$ cat config.mk
export PLATFORM = sky130hd
export DESIGN_NAME = pipe_stage_reg
export DESIGN_NICKNAME = d
export VERILOG_FILES = /design/src/rtl/pipe_stage_reg_pkg.sv /design/src/rtl/pipe_stage_reg_slot.sv /design/src/rtl/pipe_stage_reg.sv
export SDC_FILE = /design/constraint.sdc
export NUM_CORES = 1
export LEC_CHECK = 0
export CAP_MARGIN = 20
export CORE_MARGIN = 10
export CORE_UTILIZATION = 33
export DETAILED_ROUTE_END_ITERATION = 8
export SYNTH_ARGS = -nofsm -noshare
export SYNTH_HDL_FRONTEND = slang
export SYNTH_SLANG_ARGS = --single-unit
$ cat constraint.sdc
create_clock -name CLK -period 2.4 [get_ports CLK]
set_clock_uncertainty 0.05 [all_clocks]
set_input_delay 0.48 -clock CLK [delete_from_list [all_inputs] [get_ports CLK]]
set_output_delay 0.48 -clock CLK [all_outputs]
set_load 0.02 [all_outputs]
$ cat src/rtl/pipe_stage_reg_pkg.sv
// Shared definitions for the inter-stage pipeline register.
// Holds the occupancy state encoding, the NOP pattern and default widths.
package pipe_pkg;

  // Occupancy of the (main, skid) slot pair.
  typedef enum logic [1:0] {
    EMPTY = 2'd0,
    ONE   = 2'd1,
    FULL  = 2'd3
  } state_t;

  // Instruction pattern used to scrub slots that go invalid.
  localparam logic [31:0] NOP_INST = 32'h0;

  localparam int INST_W_DEF = 32;
  localparam int PC_W_DEF   = 32;

endpackage

$ cat src/rtl/pipe_stage_reg_slot.sv
// pipe_slot: one storage slot (valid, lane mask, instructions, PCs).
// A slot that is cleared or reset goes invalid and its payload is scrubbed
// to NOP/0 so downstream never observes stale data behind a low valid.
module pipe_slot
  import pipe_pkg::*;
#(
  parameter int INST_W = INST_W_DEF,
  parameter int PC_W   = PC_W_DEF,
  parameter int LANES  = 1
) (
  input  logic                    clk,
  input  logic                    reset,
  input  logic                    load,
  input  logic                    clear,
  input  logic [LANES-1:0]        new_lane_v,
  input  logic [LANES*INST_W-1:0] new_inst,
  input  logic [LANES*PC_W-1:0]   new_pc,
  output logic                    valid,
  output logic [LANES-1:0]        lane_v,
  output logic [LANES*INST_W-1:0] inst,
  output logic [LANES*PC_W-1:0]   pc
);

  // Clear wins over load so a squash can never be overridden by new data.
  always_ff @(posedge clk) begin
    if (reset || clear) begin
      valid  <= 1'b0;
      lane_v <= '0;
      inst   <= {LANES{INST_W'(NOP_INST)}};
      pc     <= '0;
    end else if (load) begin
      valid  <= 1'b1;
      lane_v <= new_lane_v;
      inst   <= new_inst;
      pc     <= new_pc;
    end
  end

endmodule

$ cat src/rtl/pipe_stage_reg.sv
// pipe_stage_reg: generic valid/ready pipeline register with a one-entry
// skid slot, legacy hold (stall) and synchronous flush (squash).
// Optional performance counters are built only when PIPE_STAGE_PERF_EN is
// defined; otherwise stall_cnt and flush_cnt are tied to zero.
module pipe_stage_reg
  import pipe_pkg::*;
#(
  parameter int INST_W = INST_W_DEF,
  parameter int PC_W   = PC_W_DEF,
  parameter int LANES  = 1,
  parameter int CNT_W  = 32
) (
  input  logic                    CLK,
  input  logic                    Reset,
  input  logic                    in_valid,
  output logic                    in_ready,
  input  logic [LANES-1:0]        in_lane_v,
  input  logic [LANES*INST_W-1:0] in_inst,
  input  logic [LANES*PC_W-1:0]   in_pc,
  output logic                    out_valid,
  input  logic                    out_ready,
  output logic [LANES-1:0]        out_lane_v,
  output logic [LANES*INST_W-1:0] out_inst,
  output logic [LANES*PC_W-1:0]   out_pc,
  input  logic                    hold,
  input  logic                    flush,
  output logic [CNT_W-1:0]        stall_cnt,
  output logic [CNT_W-1:0]        flush_cnt
);

  state_t state;

  logic accept;
  logic emit;

  logic m_valid;
  logic m_load;
  logic m_clear;
  logic m_from_s;
  logic [LANES-1:0]        m_new_lane_v;
  logic [LANES*INST_W-1:0] m_new_inst;
  logic [LANES*PC_W-1:0]   m_new_pc;

  logic s_valid;
  logic s_load;
  logic s_clear;
  logic [LANES-1:0]        s_lane_v;
  logic [LANES*INST_W-1:0] s_inst;
  logic [LANES*PC_W-1:0]   s_pc;

  assign accept    = in_valid & in_ready;
  assign emit      = m_valid & out_ready & ~hold;
  assign out_valid = m_valid;

  // Main slot refills from the skid slot when draining FULL, else from input.
  assign m_new_lane_v = m_from_s ? s_lane_v : in_lane_v;
  assign m_new_inst   = m_from_s ? s_inst   : in_inst;
  assign m_new_pc     = m_from_s ? s_pc     : in_pc;

  // Slot load/clear strobes derived from occupancy; flush scrubs both slots.
  always_comb begin
    m_load   = 1'b0;
    m_from_s = 1'b0;
    m_clear  = flush;
    s_load   = 1'b0;
    s_clear  = flush;
    if (!flush) begin
      case (state)
        EMPTY: begin
          if (accept) m_load = 1'b1;
        end
        ONE: begin
          if (accept && emit)     m_load  = 1'b1;
          else if (accept)        s_load  = 1'b1;
          else if (emit)          m_clear = 1'b1;
        end
        FULL: begin
          if (emit) begin
            m_load   = 1'b1;
            m_from_s = 1'b1;
            s_clear  = 1'b1;
          end
        end
        default: begin
          m_clear = 1'b1;
          s_clear = 1'b1;
        end
      endcase
    end
  end

  // Occupancy FSM; in_ready is registered and low exactly while FULL.
  always_ff @(posedge CLK) begin
    if (Reset || flush) begin
      state    <= EMPTY;
      in_ready <= 1'b1;
    end else begin
      case (state)
        EMPTY: begin
          if (accept) state <= ONE;
        end
        ONE: begin
          if (accept && !emit) begin
            state    <= FULL;
            in_ready <= 1'b0;
          end else if (!accept && emit) begin
            state <= EMPTY;
          end
        end
        FULL: begin
          if (emit) begin
            state    <= ONE;
            in_ready <= 1'b1;
          end
        end
        default: begin
          state    <= EMPTY;
          in_ready <= 1'b1;
        end
      endcase
    end
  end

  pipe_slot #(
    .INST_W (INST_W),
    .PC_W   (PC_W),
    .LANES  (LANES)
  ) u_main (
    .clk        (CLK),
    .reset      (Reset),
    .load       (m_load),
    .clear      (m_clear),
    .new_lane_v (m_new_lane_v),
    .new_inst   (m_new_inst),
    .new_pc     (m_new_pc),
    .valid      (m_valid),
    .lane_v     (out_lane_v),
    .inst       (out_inst),
    .pc         (out_pc)
  );

  pipe_slot #(
    .INST_W (INST_W),
    .PC_W   (PC_W),
    .LANES  (LANES)
  ) u_skid (
    .clk        (CLK),
    .reset      (Reset),
    .load       (s_load),
    .clear      (s_clear),
    .new_lane_v (in_lane_v),
    .new_inst   (in_inst),
    .new_pc     (in_pc),
    .valid      (s_valid),
    .lane_v     (s_lane_v),
    .inst       (s_inst),
    .pc         (s_pc)
  );

`ifdef PIPE_STAGE_PERF_EN
  logic [CNT_W-1:0] stall_q;
  logic [CNT_W-1:0] flush_q;

  // Saturating stall/flush counters; only Reset clears them, not flush.
  always_ff @(posedge CLK) begin
    if (Reset) begin
      stall_q <= '0;
      flush_q <= '0;
    end else begin
      if (m_valid && !emit && (stall_q != '1))
        stall_q <= stall_q + CNT_W'(1);
      if (flush && (m_valid || s_valid) && (flush_q != '1))
        flush_q <= flush_q + CNT_W'(1);
    end
  end

  assign stall_cnt = stall_q;
  assign flush_cnt = flush_q;
`else
  assign stall_cnt = '0;
  assign flush_cnt = '0;
`endif

endmodule

Yosys cells after proc, flatten, opt, wreduce, memory -nomap -nowiden
Cells that the tools add are included.
{"block": "word_totals", "in_bits": 71, "ff_bits": 134, "wordCells": 60, "output_inout_bits": 131}
{"block": "op_classes", "bitwise_logic": 5, "n_mux": 27, "eq_ne": 6, "n_reduce_logical": 13}
{"operator": "32-bit 2-to-1 mux", "count": 2}
{"operator": "1-bit 2-to-1 mux", "count": 16}
{"operator": "2-bit 2-to-1 mux", "count": 4}
{"operator": "2-bit != test, second input constant", "count": 3}
{"operator": "1-bit one-hot mux with 3 select lines", "count": 2}
{"operator": "2-bit one-hot mux with 3 select lines", "count": 1}
{"operator": "3-bit AND reduction", "count": 2}
{"operator": "1-bit one-hot mux with 2 select lines", "count": 2}
{"operator": "2-bit OR reduction", "count": 2}
{"operator": "1-bit bitwise AND", "count": 3}
{"operator": "1-bit logical AND", "count": 3}
{"operator": "1-bit logical OR", "count": 3}
{"operator": "3-bit != test, second input constant", "count": 1}
{"operator": "2-bit by 1-bit == test with 1-bit output, second input constant", "count": 1}
{"operator": "2-bit == test, second input constant", "count": 1}
{"operator": "1-bit logical NOT", "count": 2}
{"operator": "2-bit logical NOT", "count": 1}
{"operator": "1-bit NOT", "count": 2}

Depth between registers and ports, before layout
{"block": "logic_depth", "ltp_word": 8, "depth_mapped": 9, "depth_no_buf": 7}

By module
Synthesis repeated with hierarchy kept, for this count alone.
{"block": "hier_totals", "hier_cells": 605, "hier_area_um2": 6473.7}
{"module": "pipe_slot", "n_inst": 2, "area_each_um2": 2414.8, "seq_area_each_um2": 1321.3, "cells_each": 214}
{"module": "pipe_stage_reg", "n_inst": 1, "area_each_um2": 1644.1, "seq_area_each_um2": 60.1, "cells_each": 177}

Worst setup path before layout
OpenSTA, ideal clock, no wires.
{"block": "synth_timing", "path_type": "input-to-reg", "from": "in hold", "to": "reg u_main.inst[10]", "path_slack_ns": 0.480, "arrival_time_ns": 1.804, "path_stages": 8, "setup_ns": 0.066, "path_buffers": 2, "required_time_ns": 2.284, "path_cell_list": "nand3b_1 inv_1 ha_1 a2111oi_2 buf_6 buf_12 o21ai_1 a21oi_2"}
{"block": "synth_via", "elab_chain_len": 8, "word_cells_on_any_way": 15, "cone_classes": "mux (11); bitwise (2); reduce/logical (2)"}
{"element": "from (decl)", "line_no": "pipe_stage_reg.sv:25", "text": "input logic hold,"}
{"element": "1-bit NOT *", "line_no": "pipe_stage_reg.sv:52", "text": "assign emit = m_valid & out_ready & ~hold;"}
{"element": "1-bit bitwise AND *", "line_no": "pipe_stage_reg.sv:52"}
{"element": "1-bit 2-to-1 mux", "line_no": "pipe_stage_reg.sv:75, pipe_stage_reg.sv:78"}
{"element": "1-bit 2-to-1 mux", "line_no": "pipe_stage_reg.sv:74", "text": "else if (accept) s_load = 1'b1;"}
{"element": "1-bit 2-to-1 mux", "line_no": "pipe_stage_reg.sv:73", "text": "if (accept && emit) m_load = 1'b1;"}
{"element": "1-bit one-hot mux with 2 select lines", "line_no": "pipe_stage_reg.sv:68", "text": "case (state)"}
{"element": "1-bit 2-to-1 mux", "line_no": "pipe_stage_reg.sv:67", "text": "if (!flush) begin"}
{"element": "1-bit logical OR", "line_no": "pipe_stage_reg_slot.sv:26", "text": "if (reset || clear) begin"}
{"element": "to (signal assigned)", "line_no": "pipe_stage_reg_slot.sv:29", "text": "inst <= {LANES{INST_W'(NOP_INST)}};"}
{"element": "to (signal assigned)", "line_no": "pipe_stage_reg_slot.sv:34", "text": "inst <= new_inst;"}
{"element": "to (decl)", "line_no": "pipe_stage_reg_slot.sv:20", "text": "output logic [LANES*INST_W-1:0] inst,"}
Mark *: on every way between the ends. The rest lies on a longest branch, timed or not.
A chain may end at the register's enable or synchronous reset.

Worst setup path in the final report
{"block": "layout_timing", "from": "in in_valid", "to": "reg u_main.pc[27]"}
{"block": "layout_via", "elab_chain_len": 6, "word_cells_on_any_way": 11, "cone_classes": "mux (8); bitwise (1); reduce/logical (2)"}
{"element": "from (decl)", "line_no": "pipe_stage_reg.sv:15", "text": "input logic in_valid,"}
{"element": "1-bit bitwise AND *", "line_no": "pipe_stage_reg.sv:51", "text": "assign accept = in_valid & in_ready;"}
{"element": "1-bit 2-to-1 mux or 1-bit logical AND (tied branches)", "line_no": "pipe_stage_reg.sv:74, pipe_stage_reg.sv:73"}
{"element": "1-bit 2-to-1 mux", "line_no": "pipe_stage_reg.sv:73"}
{"element": "1-bit one-hot mux with 2 select lines", "line_no": "pipe_stage_reg.sv:68"}
{"element": "1-bit 2-to-1 mux", "line_no": "pipe_stage_reg.sv:67"}
{"element": "1-bit logical OR", "line_no": "pipe_stage_reg_slot.sv:26"}
{"element": "to (signal assigned)", "line_no": "pipe_stage_reg_slot.sv:35", "text": "pc <= new_pc;"}
{"element": "to (decl)", "line_no": "pipe_stage_reg_slot.sv:21", "text": "output logic [LANES*PC_W-1:0] pc"}
Marked as above.

==> impl_metrics.json <==
{
  "hold_viol": 0,
  "synth_area_um2": 6060,
  "cts_tree": "yes",
  "wire_per_inst_um": 15.5,
  "nNetsFinal": 892,
  "wl_um": 16300,
  "grt_usage_pct": 13.1,
  "cap_violations": 0,
  "crit_path_end_kind": "flop",
  "fillers": 1797,
  "fmax_mhz": 477,
  "synth-seq-cells": 134,
  "ys_warn_count": 0,
  "die_w_um": 156,
  "areaGrowthSynthToFinish_pct": 36.3,
  "use_met2_pct": 21.1,
  "grt_max_degree": 43,
  "final_core_util_pct": 45.8,
  "hpwlAfterDp_um": 11400,
  "num_io_pins": 202,
  "synth_seq_area_share_pct": 44.3,
  "grt_pass1_vias": 4674,
  "use_met3_pct": 5.68,
  "antenna_found_initial": 0,
  "postCtsSetupBuffers": 0,
  "final-seq-area_um2": 2680,
  "clk_pin_slew_worst_paths_ps": 60,
  "multi_input_area_um2": 2830,
  "routed_via_density": 4.51,
  "fin_crit_ps": 2100,
  "synthDistinctLibCells": 35,
  "status": "complete, no violations",
  "cts.repair.resized": 0,
  "max_stage_delay_ps": 500,
  "crit_path_cell_trace": "clkdlybuf4s50_1 > nand2_1 > inv_1 > ha_1 > a32oi_1 > a211oi_4 > buf_4 > buf_12 > o21ai_1 > a21oi_2",
  "drt_iter0_markers": 137,
  "critPathSlowestCell": "clkdlybuf4s50_1",
  "path_class": "input port to flop",
  "die-area_um2": 24200,
  "drt_first_pass_iters": 4,
  "drt.antenna.violating_nets": 0,
  "finalCritPeriodShare_pct": 87.4,
  "ctsHoldBuffers": 0,
  "grt_pass1_wl_um": 25600,
  "busiest_layer": "met2",
  "worstHoldPathType": "flop to flop",
  "antenna_cells": 0,
  "coreArea_um2": 18000,
  "syn-instance-count": 675,
  "layout-drive-gt1-share_pct": 13.7,
  "cts_made_buffers": 17,
  "drc": 0,
  "leakage_nw": 2.83,
  "port-buffer-count": 137,
  "vias": 4760,
  "grt.met1_usage_pct": 15.8,
  "p_per_area_nw_per_um2": 687,
  "cts_max_path_buffers": 2,
  "cts_root_buf": "clkbuf_16",
  "ir_drop_uv": 450,
  "finalSetupTns_ps": 0,
  "htree_levels": 4,
  "rsz0062_at_grt": "false",
  "gp_congestion": 0.780,
  "overflow": 0,
  "startpoint_type": "input port",
  "arrival_ps": 2400,
  "clk_latency_ps": 410,
  "slew_violations": 0,
  "finalSetupViolations": 0,
  "synth.avg_cell_area_um2": 8.98,
  "start_util_pct": 33.6,
  "crit_fanout": 12,
  "die_y_um": 156,
  "cts.sinks": 134,
  "rows": 49,
  "cp.required_ps": 2700
}
==> report_power, final <==
group	switching, mW	internal, mW
logic	0.386	0.298
registers	0.0263	2.27
clock network	1.02	1.67
==> stage by stage <==
step | power, mW | hold WS, ps | cells | setup slack [ps] | area, µm²
global placement | 3.03 | 391 | 1023 | -122 | 7640
floorplan | 2.79 | 386 | 738 | 480 | 6300
CTS | 5.77 | 405 | 1055 | 313 | 8260
global route | 5.91 | 422 | 1055 | 154 | 8260
finish | 5.67 | 402 | 1055 | 302 | 8260
detailed placement | 3.03 | 397 | 1023 | -129 | 7640
==> cell usage after synthesis <==
| master | n | area share [%] |
|---|---|---|
| nand2_1 | 132 | 8.2 |
| clkbuf_1 | 6 | 0.37 |
| o21ai_2 | 3 | 0.43 |
| a32oi_1 | 1 | 0.14 |
| a21oi_1 | 92 | 7.6 |
| o21ai_0 | 25 | 2.1 |
| a211oi_2 | 1 | 0.21 |
| buf_6 | 3 | 0.56 |
| o21a_1 | 1 | 0.12 |
| o21ai_1 | 37 | 3.1 |
| inv_1 | 5 | 0.31 |
| nand3_1 | 1 | 0.082 |
| or2_2 | 1 | 0.10 |
| clkbuf_4 | 3 | 0.37 |
| nand2b_1 | 1 | 0.10 |
| a21oi_2 | 40 | 5.8 |
| a222oi_1 | 1 | 0.17 |
| o311ai_0 | 1 | 0.14 |
| nand4b_1 | 1 | 0.14 |
| and2_1 | 1 | 0.10 |
| buf_2 | 14 | 1.2 |
| buf_8 | 2 | 0.50 |
| a2111oi_2 | 1 | 0.25 |
| nor2_1 | 3 | 0.19 |
| nor3_1 | 1 | 0.082 |
| buf_1 | 8 | 0.50 |
| dfxtp_1 | 134 | 44 |
| buf_4 | 73 | 9.0 |
| nor2b_1 | 1 | 0.10 |
| ha_1 | 8 | 1.7 |
| clkbuf_2 | 2 | 0.17 |
| nand3b_1 | 1 | 0.12 |
| conb_1 | 1 | 0.062 |
| mux2i_1 | 68 | 11 |
| buf_12 | 2 | 0.66 |
==> kinds of logic (layout without fill, tap and decap cells) <==
kind of cell,after synthesis,in the layout,synth area share [%]
flops,134,134,44.3
other cells,1,64,0.0619
fa+ha+maj,8,8,1.65
mux,68,68,11.2
compound gates,203,203,20.0
simple gates,143,143,9.21
buf+inv,118,206,13.6
==> critical path: cells and delay by family <==
kind	cells	cell delay, ps
adder cells (fa/ha/maj)	1	160
AND/OR/NAND/NOR	1	110
AO/OA/AOI/OAI	4	620
buffers and inverters	4	1000
==> metal layers <==
layer,share of wire [%],wire length [µm]
met4,0.50,82
met3,8.4,1370
met2,47,7660
met5,0,0
met1,44,7190
==> flip-flops by register name, summed over array words and instances, names as in the netlist <==
name and flops:
in_ready 1, state 2, u_main.inst 32, u_main.lane_v 1
u_main.pc 32, u_main.valid 1, u_skid.inst 32, u_skid.lane_v 1
u_skid.pc 32
==> final timing paths <==
| path | slack (ps) | endpoint | cells past startpoint | startpoint |
|---|---|---|---|---|
| hold / removal | 400 | u_skid.pc[0] | 2 | u_skid.pc[0] |
| hold reg to reg | 400 | u_skid.pc[0] | 2 | u_skid.pc[0] |
| setup reg to reg | 360 | u_main.inst[16] | 7 | state[0] |
| setup / recovery | 300 | u_main.pc[27] | 10 | in_valid |
==> cells in the final DEF, fill, tap and decap left out, types with 2 or more instances in the layout <==
cell type and instances:
clkbuf_16 17, inv_6 2, a21oi_1 92, clkinv_4 4, o21ai_2 3, conb_1 64
ha_1 8, inv_1 5, clkdlybuf4s50_1 137, a21oi_2 40, nand2_1 132, dfxtp_1 134
buf_12 17, bufinv_16 3, clkinv_2 2, o21ai_1 37, nor2_4 2, clkinvlp_4 3
buf_4 15, o21ai_0 25, mux2i_1 68
==> final cells by class <==
| type | instances | area share, % |
|---|---|---|
| clock buffer | 18 | 5.32 |
| clock inverter | 14 | 2.12 |
| inverter | 5 | 0.227 |
| multi-input combinational | 486 | 34.3 |
| tap | 229 | 3.47 |
| sequential | 134 | 32.5 |
| timing repair buffer | 169 | 22.1 |
No activity file was read; power rests on OpenSTA's default activity.
